File: src/rtl/uart_host_ctrl_if.sv
// NIC-side handshake bundle for uart_host_ctrl: TX ready/strobe/data and RX valid/strobe/data.
// master = host controller, slave = UART NIC.
interface uart_host_ctrl_if #(
  parameter int DATA_W = 8
);
  logic              nic_tx_ready;
  logic              write_nic;
  logic [DATA_W-1:0] send_data_to_nic;
  logic              nic_rx_valid;
  logic              read_nic;
  logic [DATA_W-1:0] rec_data_from_nic;

  modport master (
    input  nic_tx_ready, nic_rx_valid, rec_data_from_nic,
    output write_nic, read_nic, send_data_to_nic
  );

  modport slave (
    output nic_tx_ready, nic_rx_valid, rec_data_from_nic,
    input  write_nic, read_nic, send_data_to_nic
  );
endinterface

File: src/rtl/uart_host_ctrl.sv
// Host-side UART NIC controller: button-driven TX FIFO, NIC-drained RX FIFO, display mux, LED counters.
// Optional 7-segment outputs D0..D2 when UART_HOST_7SEG_EN is defined (requires DATA_W=8).
`ifdef UART_HOST_7SEG_EN
module Binary_2_7SEG (
  input  logic [7:0] bin,
  output logic [7:0] d0,
  output logic [7:0] d1,
  output logic [7:0] d2
);
  function automatic logic [7:0] seg(input logic [7:0] v);
    case (v)
      8'd0:    seg = 8'h3F;
      8'd1:    seg = 8'h06;
      8'd2:    seg = 8'h5B;
      8'd3:    seg = 8'h4F;
      8'd4:    seg = 8'h66;
      8'd5:    seg = 8'h6D;
      8'd6:    seg = 8'h7D;
      8'd7:    seg = 8'h07;
      8'd8:    seg = 8'h7F;
      8'd9:    seg = 8'h6F;
      default: seg = 8'h00;
    endcase
  endfunction

  assign d2 = seg(bin / 8'd100);
  assign d1 = seg((bin / 8'd10) % 8'd10);
  assign d0 = seg(bin % 8'd10);
endmodule
`endif

module uart_host_ctrl #(
  parameter int DATA_W    = 8,
  parameter int TXQ_DEPTH = 4,
  parameter int RXQ_DEPTH = 4,
  parameter int CNT_W     = 4
) (
  input  logic              clk,
  input  logic              rst_n,
  input  logic              send_button,
  input  logic [DATA_W-1:0] send_data_i,
  input  logic              next_button,
  input  logic              disp_sel,
  uart_host_ctrl_if.master  nic,
  output logic [DATA_W-1:0] display_data,
  output logic [CNT_W-1:0]  num_data_sent,
  output logic [CNT_W-1:0]  num_data_rcvd,
  output logic              tx_drop,
  output logic              rx_stall
`ifdef UART_HOST_7SEG_EN
  ,
  output logic [7:0]        D0,
  output logic [7:0]        D1,
  output logic [7:0]        D2
`endif
);
  localparam int TPW = $clog2(TXQ_DEPTH) + 1;
  localparam int RPW = $clog2(RXQ_DEPTH) + 1;

  typedef enum logic [1:0] {T_IDLE, T_WRITE, T_GUARD} tx_state_t;
  typedef enum logic [1:0] {R_IDLE, R_READ, R_GUARD} rx_state_t;

  tx_state_t tx_state, tx_next;
  rx_state_t rx_state, rx_next;

  logic [2:0] send_sync, next_sync;
  logic       send_pulse, next_pulse;

  logic [DATA_W-1:0] tx_mem [TXQ_DEPTH];
  logic [DATA_W-1:0] rx_mem [RXQ_DEPTH];
  logic [TPW-1:0]    tx_wr, tx_rd;
  logic [RPW-1:0]    rx_wr, rx_rd;
  logic              tx_empty, tx_full, tx_push, tx_pop;
  logic              rx_empty, rx_full, rx_push, rx_pop;
  logic [DATA_W-1:0] tx_head, rx_head, last_sent, last_rcvd;
  logic              write_nic, read_nic;
  logic [DATA_W-1:0] send_data_to_nic;

  // Two-flop synchroniser followed by a rising-edge detect on the synchronised level.
  always_ff @(posedge clk or negedge rst_n) begin
    if (!rst_n) begin
      send_sync <= '0;
      next_sync <= '0;
    end else begin
      send_sync <= {send_sync[1:0], send_button};
      next_sync <= {next_sync[1:0], next_button};
    end
  end

  assign send_pulse = send_sync[1] & ~send_sync[2];
  assign next_pulse = next_sync[1] & ~next_sync[2];

  assign tx_empty = (tx_wr == tx_rd);
  assign tx_full  = (tx_wr[TPW-1] != tx_rd[TPW-1]) && (tx_wr[TPW-2:0] == tx_rd[TPW-2:0]);
  assign tx_head  = tx_mem[tx_rd[TPW-2:0]];
  assign tx_pop   = (tx_state == T_WRITE);
  assign tx_push  = send_pulse && (!tx_full || tx_pop);

  assign rx_empty = (rx_wr == rx_rd);
  assign rx_full  = (rx_wr[RPW-1] != rx_rd[RPW-1]) && (rx_wr[RPW-2:0] == rx_rd[RPW-2:0]);
  assign rx_head  = rx_mem[rx_rd[RPW-2:0]];
  assign rx_push  = (rx_state == R_READ);
  assign rx_pop   = next_pulse && !rx_empty;

  always_ff @(posedge clk) begin
    if (tx_push) tx_mem[tx_wr[TPW-2:0]] <= send_data_i;
    if (rx_push) rx_mem[rx_wr[RPW-2:0]] <= nic.rec_data_from_nic;
  end

  always_ff @(posedge clk or negedge rst_n) begin
    if (!rst_n) begin
      tx_wr         <= '0;
      tx_rd         <= '0;
      rx_wr         <= '0;
      rx_rd         <= '0;
      tx_drop       <= 1'b0;
      last_sent     <= '0;
      last_rcvd     <= '0;
      num_data_sent <= '0;
      num_data_rcvd <= '0;
    end else begin
      if (tx_push) tx_wr <= tx_wr + TPW'(1);
      if (send_pulse && tx_full && !tx_pop) tx_drop <= 1'b1;
      if (tx_pop) begin
        tx_rd         <= tx_rd + TPW'(1);
        last_sent     <= tx_head;
        num_data_sent <= num_data_sent + CNT_W'(1);
      end
      if (rx_push) begin
        rx_wr         <= rx_wr + RPW'(1);
        num_data_rcvd <= num_data_rcvd + CNT_W'(1);
      end
      if (rx_pop) begin
        rx_rd     <= rx_rd + RPW'(1);
        last_rcvd <= rx_head;
      end
    end
  end

  always_ff @(posedge clk or negedge rst_n) begin
    if (!rst_n) begin
      tx_state <= T_IDLE;
      rx_state <= R_IDLE;
    end else begin
      tx_state <= tx_next;
      rx_state <= rx_next;
    end
  end

  // Guard states give the NIC a cycle to drop ready/valid after each strobe.
  always_comb begin
    tx_next          = tx_state;
    write_nic        = 1'b0;
    send_data_to_nic = '0;
    case (tx_state)
      T_IDLE:  if (!tx_empty && nic.nic_tx_ready) tx_next = T_WRITE;
      T_WRITE: begin
        write_nic        = 1'b1;
        send_data_to_nic = tx_head;
        tx_next          = T_GUARD;
      end
      T_GUARD: tx_next = T_IDLE;
      default: tx_next = T_IDLE;
    endcase
  end

  always_comb begin
    rx_next  = rx_state;
    read_nic = 1'b0;
    case (rx_state)
      R_IDLE:  if (nic.nic_rx_valid && !rx_full) rx_next = R_READ;
      R_READ: begin
        read_nic = 1'b1;
        rx_next  = R_GUARD;
      end
      R_GUARD: rx_next = R_IDLE;
      default: rx_next = R_IDLE;
    endcase
  end

  assign nic.write_nic        = write_nic;
  assign nic.read_nic         = read_nic;
  assign nic.send_data_to_nic = send_data_to_nic;

  assign rx_stall     = rx_full & nic.nic_rx_valid;
  assign display_data = disp_sel ? last_sent : last_rcvd;

`ifdef UART_HOST_7SEG_EN
  Binary_2_7SEG u_seg (
    .bin (display_data[7:0]),
    .d0  (D0),
    .d1  (D1),
    .d2  (D2)
  );
`endif
endmodule

File: src/flat_wrapper.sv
// flat-port wrapper written by rule: the top's interface ports become plain ports
module uart_host_ctrl_flat 
#(
  parameter int DATA_W    = 8,
  parameter int TXQ_DEPTH = 4,
  parameter int RXQ_DEPTH = 4,
  parameter int CNT_W     = 4
)
  (clk, rst_n, send_button, send_data_i, next_button, disp_sel, display_data, num_data_sent, num_data_rcvd, tx_drop, rx_stall, nic_nic_tx_ready, nic_nic_rx_valid, nic_rec_data_from_nic, nic_write_nic, nic_read_nic, nic_send_data_to_nic);
  uart_host_ctrl_if #(.DATA_W(DATA_W)) nic_i ();
  input  logic clk;
  input  logic rst_n;
  input  logic send_button;
  input  logic [DATA_W-1:0] send_data_i;
  input  logic next_button;
  input  logic disp_sel;
  output logic [DATA_W-1:0] display_data;
  output logic [CNT_W-1:0] num_data_sent;
  output logic [CNT_W-1:0] num_data_rcvd;
  output logic tx_drop;
  output logic rx_stall;
  input wire logic [$bits(nic_i.nic_tx_ready)-1:0] nic_nic_tx_ready;
  input wire logic [$bits(nic_i.nic_rx_valid)-1:0] nic_nic_rx_valid;
  input wire logic [$bits(nic_i.rec_data_from_nic)-1:0] nic_rec_data_from_nic;
  output wire logic [$bits(nic_i.write_nic)-1:0] nic_write_nic;
  output wire logic [$bits(nic_i.read_nic)-1:0] nic_read_nic;
  output wire logic [$bits(nic_i.send_data_to_nic)-1:0] nic_send_data_to_nic;
  assign nic_i.nic_tx_ready = nic_nic_tx_ready;
  assign nic_i.nic_rx_valid = nic_nic_rx_valid;
  assign nic_i.rec_data_from_nic = nic_rec_data_from_nic;
  assign nic_write_nic = nic_i.write_nic;
  assign nic_read_nic = nic_i.read_nic;
  assign nic_send_data_to_nic = nic_i.send_data_to_nic;
  uart_host_ctrl #(.DATA_W(DATA_W), .TXQ_DEPTH(TXQ_DEPTH), .RXQ_DEPTH(RXQ_DEPTH), .CNT_W(CNT_W)) u_core (.clk(clk), .rst_n(rst_n), .send_button(send_button), .send_data_i(send_data_i), .next_button(next_button), .disp_sel(disp_sel), .nic(nic_i), .display_data(display_data), .num_data_sent(num_data_sent), .num_data_rcvd(num_data_rcvd), .tx_drop(tx_drop), .rx_stall(rx_stall));
endmodule
File: config.mk
export PLATFORM = sky130hd
export DESIGN_NAME = uart_host_ctrl_flat
export DESIGN_NICKNAME = d
export VERILOG_FILES = /design/src/rtl/uart_host_ctrl_if.sv /design/src/rtl/uart_host_ctrl.sv /design/src/flat_wrapper.sv
export SDC_FILE = /design/constraint.sdc
export NUM_CORES = 1
export LEC_CHECK = 0
export ABC_AREA = 1
export BUFFER_PORTS_ARGS = -buffer_cell sky130_fd_sc_hd__buf_2
export CORE_AREA = 2 2 139 141
export CTS_BUF_LIST = sky130_fd_sc_hd__clkbuf_2
export DETAILED_ROUTE_END_ITERATION = 10
export DIE_AREA = 0 0 141 143
export SLEW_MARGIN = 40
export SYNTH_ARGS = -nofsm -noshare
export SYNTH_HDL_FRONTEND = slang
export SYNTH_SLANG_ARGS = --single-unit
File: constraint.sdc
create_clock -name clk -period 1.9 [get_ports clk]
set_input_delay 0.285 -clock clk [delete_from_list [all_inputs] [get_ports clk]]
set_output_delay 0.285 -clock clk [all_outputs]
set_load 0.01 [all_outputs]
==> metrics.md <==
| Metric | Value |
|---|---|
| Outcome | `complete, but fails checks` |
| Failing checks | `negative setup slack` |
| PwrDens | `1400 nW/um^2` |
| GRT Total Usage | `0.0987` |
| DRT Pass-1 Iters | `4` |
| Total power | `8.42 mW` |
| CP Data Required Time | `1.62 ns` |
| Setup Slack @ Placement | `0.111 ns` |
| Num ports | `51` |
| GP Congestion | `0.765` |
| Final cell area excluding filler cells | `6000 sq um` |
| Clock sink count | `111` |
| R2R Path End | `u_core.tx_mem[1][7]` |
| Hold Fails Final Rpt | `0` |
| Warnings from Yosys | `0` |
| Top cell type by total area after synthesis | `edfxtp_1` |
| Vias in the first global route | `2,934` |
| Deepest clock path buffer count | `2` |
| WL final | `9900 um` |
| Clock power frac | `0.129` |
| Flop pwr share | `0.423` |
| Post-synthesis net count | `493` |
| Die extent in x | `141 um` |
| Via/cell ratio | `4.06` |
| Final Skew | `0.0482 ns` |
| Largest net degree at the start of global routing | `48` |
| Min-Delay Path Class | `input port to asynchronous set/reset pin` |
| Final Max Tran Viols | `0` |
| #FFs+latches synth | `111` |
| Tmin final | `2.19 ns` |
| CTS tree | `yes` |
| Adder-Cell Fraction of Synth Area | `0.0316` |
| DRT iter0 DRCs | `197` |
| Initial Util | `0.256` |
| # setup viols final | `9` |
| Most frequent cells in the layout | `133 x nand2_1, 64 x edfxtp_1, 45 x buf_2, 45 x dfrtp_1, 36 x inv_1` |
| Max-Cap Viols | `0` |
| Via count | `3,235` |
| F_max | `0.456 GHz` |
| CP Class | `flop to primary output` |
| Port bufs | `50` |
| Pleak | `2.71 nW` |
| Syn Area/Cell | `10.4 sq um` |
| Max layer used | `met4` |
| Die Area | `20,200 sq um` |
| FF-to-FF Start | `u_core.tx_rd[0]` |
| Number of synthesized flops with an enable pin | `64` |
| Post-synthesis mux area share | `0` |
| DP HPWL | `6620 um` |
| Clock root buffer | `clkbuf_2` |
| Clock latency on the worst-skew pair | `0.62 ns` |
| Worst Tran Pin Value | `0.614 ns` |
| Syn Inst Count | `458` |
| Synth Area in Simple Gates | `0.197` |
| Post-synthesis async set-or-reset flop share | `0.423` |
| Most common cell after layout, fill and taps aside | `nand2_1` |
| Ys flop type | `edfxtp_1` |
| Comb power frac | `0.449` |
| Initial antenna violation count | `1` |
| Crit. Startpoint | `u_core.tx_rd[0]` |
| Worst R2R Setup Slack | `0.24 ns` |
| Critical path startpoint category | `flop` |
| Switch Pwr | `3.34 mW` |
| GRT overflow | `0` |
| Count of different cell masters after synthesis | `28` |
| P_int | `5.09 mW` |
| Compound-gate portion of the synthesized area | `0.0358` |
| Mapped cell area | `4750 sq um` |
| Main combinational cell family by area after synthesis | `simple AND/OR/NAND/NOR gates` |
| CP max FO | `8` |
| Worst Setup EP | `nic_send_data_to_nic[3]` |
| Layout area overhead | `26.3%` |
| Share of layout cells above drive strength 1 | `0.269` |
| Die H | `143 um` |
| WL per Instance | `12.4 um` |
| Routed length on met2 | `4720 um` |
| CTS clock-pin slew for the worst setup and hold paths | `0.32 ns` |
| Max_slew headroom | `0.590` |
| # rows | `50` |
| Post-layout worst setup margin | `-0.294 ns` |
| Reg2reg path depth | `7` |
| RSZ-0062 raised after global routing | `yes` |
| Core region area | `18,600 sq um` |
| Met1 wire length | `4520 um` |
| DRT antenna net count | `0` |
| CP Capture Type | `primary output` |
| Post-synth top area share | `0.404` |
| TritonCTS buffer count | `9` |
| Final nets | `591` |
| Period Utilization, post-route | `1.15` |
| Leading post-synthesis cells by cell area | `edfxtp_1 40%, dfrtp_1 25%, nand2_1 11%, nor2_1 4.3%, inv_1 3.3%` |
| DRC | `0` |
| Final Util | `0.323` |
| First-pass GRT wire length | `15,000 um` |
| Peak VDD IR | `0.685 mV` |
| H-tree depth | `3` |
| Cell area after placement | `5340 sq um` |
| Met3 WL | `481 um` |
| Seq/Total Area, Yosys | `0.652` |
| Switching part of the total | `0.396` |
| Post-synthesis xor/xnor area fraction | `0.0240` |
| Critical path arrival | `1.91 ns` |
## flip-flops by register name (all words and copies together) (netlist names)
name / count
u_core.rx_wr: 3
u_core.last_sent: 8
u_core.num_data_rcvd: 4
u_core.rx_mem: 32
u_core.tx_mem: 32
u_core.tx_rd: 3
u_core.rx_rd: 3
u_core.num_data_sent: 4
u_core.next_sync: 3
u_core.last_rcvd: 8
u_core.send_sync: 3
u_core.tx_wr: 3
u_core.tx_drop: 1
u_core.tx_state: 2
u_core.rx_state: 2
## stage by stage
stage	instances	TNS [ns]	hold slack, ns
6_report	796	-2.19	0.246
3_5_place_dp	747	0	0.339
3_3_place_gp	747	0	0.335
2_1_floorplan	458	0	-0.0106
5_1_grt	796	-3.37	0.225
4_1_cts	791	-2.81	0.192
## how the worst min path moves through the flow
stage | startpoint | to | slack (ns) | cells after the start
2_1_floorplan | rst_n | u_core.last_rcvd[0] | -0.01 | 0
3_3_place_gp | u_core.next_sync[0] | u_core.next_sync[1] | 0.33 | 0
3_5_place_dp | u_core.next_sync[0] | u_core.next_sync[1] | 0.34 | 0
4_1_cts | rst_n | u_core.num_data_sent[2] | 0.19 | 3
5_1_grt | next_button | u_core.next_sync[0] | 0.23 | 2
6_report | rst_n | u_core.num_data_sent[2] | 0.25 | 3
## worst max-delay path: stages (launching register included)
cell	delay, ns
dfrtp_2	0.55
clkbuf_16	0.20
nor2_2	0.11
nor2_1	0.04
o21ai_0	0.07
nand2_1	0.08
nand2_2	0.09
inv_1	0.04
buf_2	0.13
## cell type report
| type | count | area (sq um) |
|---|---|---|
| antenna | 1 | 2.50 |
| clock inverter | 7 | 72.6 |
| multi-input combinational | 287 | 1510 |
| clock buffer | 9 | 45.0 |
| sequential | 111 | 3100 |
| timing repair buffer | 102 | 796 |
| tap | 234 | 293 |
| fill | 1867 | 12600 |
| inverter | 45 | 181 |
## logic make-up (layout without fill, tap and decap cells)
group | Yosys count | count (layout)
AND/OR/NAND/NOR | 228 | 228
XOR/XNOR | 13 | 13
adder cells (fa/ha/maj) | 12 | 12
flip-flops | 111 | 111
other | 0 | 1
buffers and inverters | 60 | 163
AO/OA/AOI/OAI | 34 | 34
## layer usage
metal,up-vias,global-route usage
li1,1656,-
met1,1502,0.126
met2,65,0.157
met3,12,0.0315
met4,0,0.0384
met5,-,0
## timing repair
item,4_1_cts,5_1_grt
hold buffers,21,0
endpoints found under the hold margin,115,0
resized for setup,18,54
pin swaps,4,22
buffers inserted,6,3
setup endpoints to repair,11,34
cloned,1,1
## Yosys cell counts (2+ instances only)
master    count
inv_1        42
a21oi_1       8
o21ai_0      18
buf_4         3
nor2_4        2
buf_2         5
nand4_1       2
ha_1         12
buf_6         4
nand2_2       5
xor2_1        8
inv_4         2
xnor2_1       5
dfrtp_1      47
nand2_1     142
nor2_1       55
nand3_1      16
o21ai_1       8
nand2_4       2
edfxtp_1     64
## power by group through the flow
| stage | combinational [mW] | clock (mW) | sequential, mW |
|---|---|---|---|
| global placement | 3.12 | 0 | 3.56 |
| floorplan | 2.19 | 0 | 3.54 |
| global route | 4.26 | 1.23 | 3.63 |
| detailed placement | 3.15 | 0 | 3.58 |
| CTS | 3.51 | 1.14 | 3.53 |
| finish | 3.78 | 1.09 | 3.56 |
Note: power is estimated with default switching activity, not from simulation.
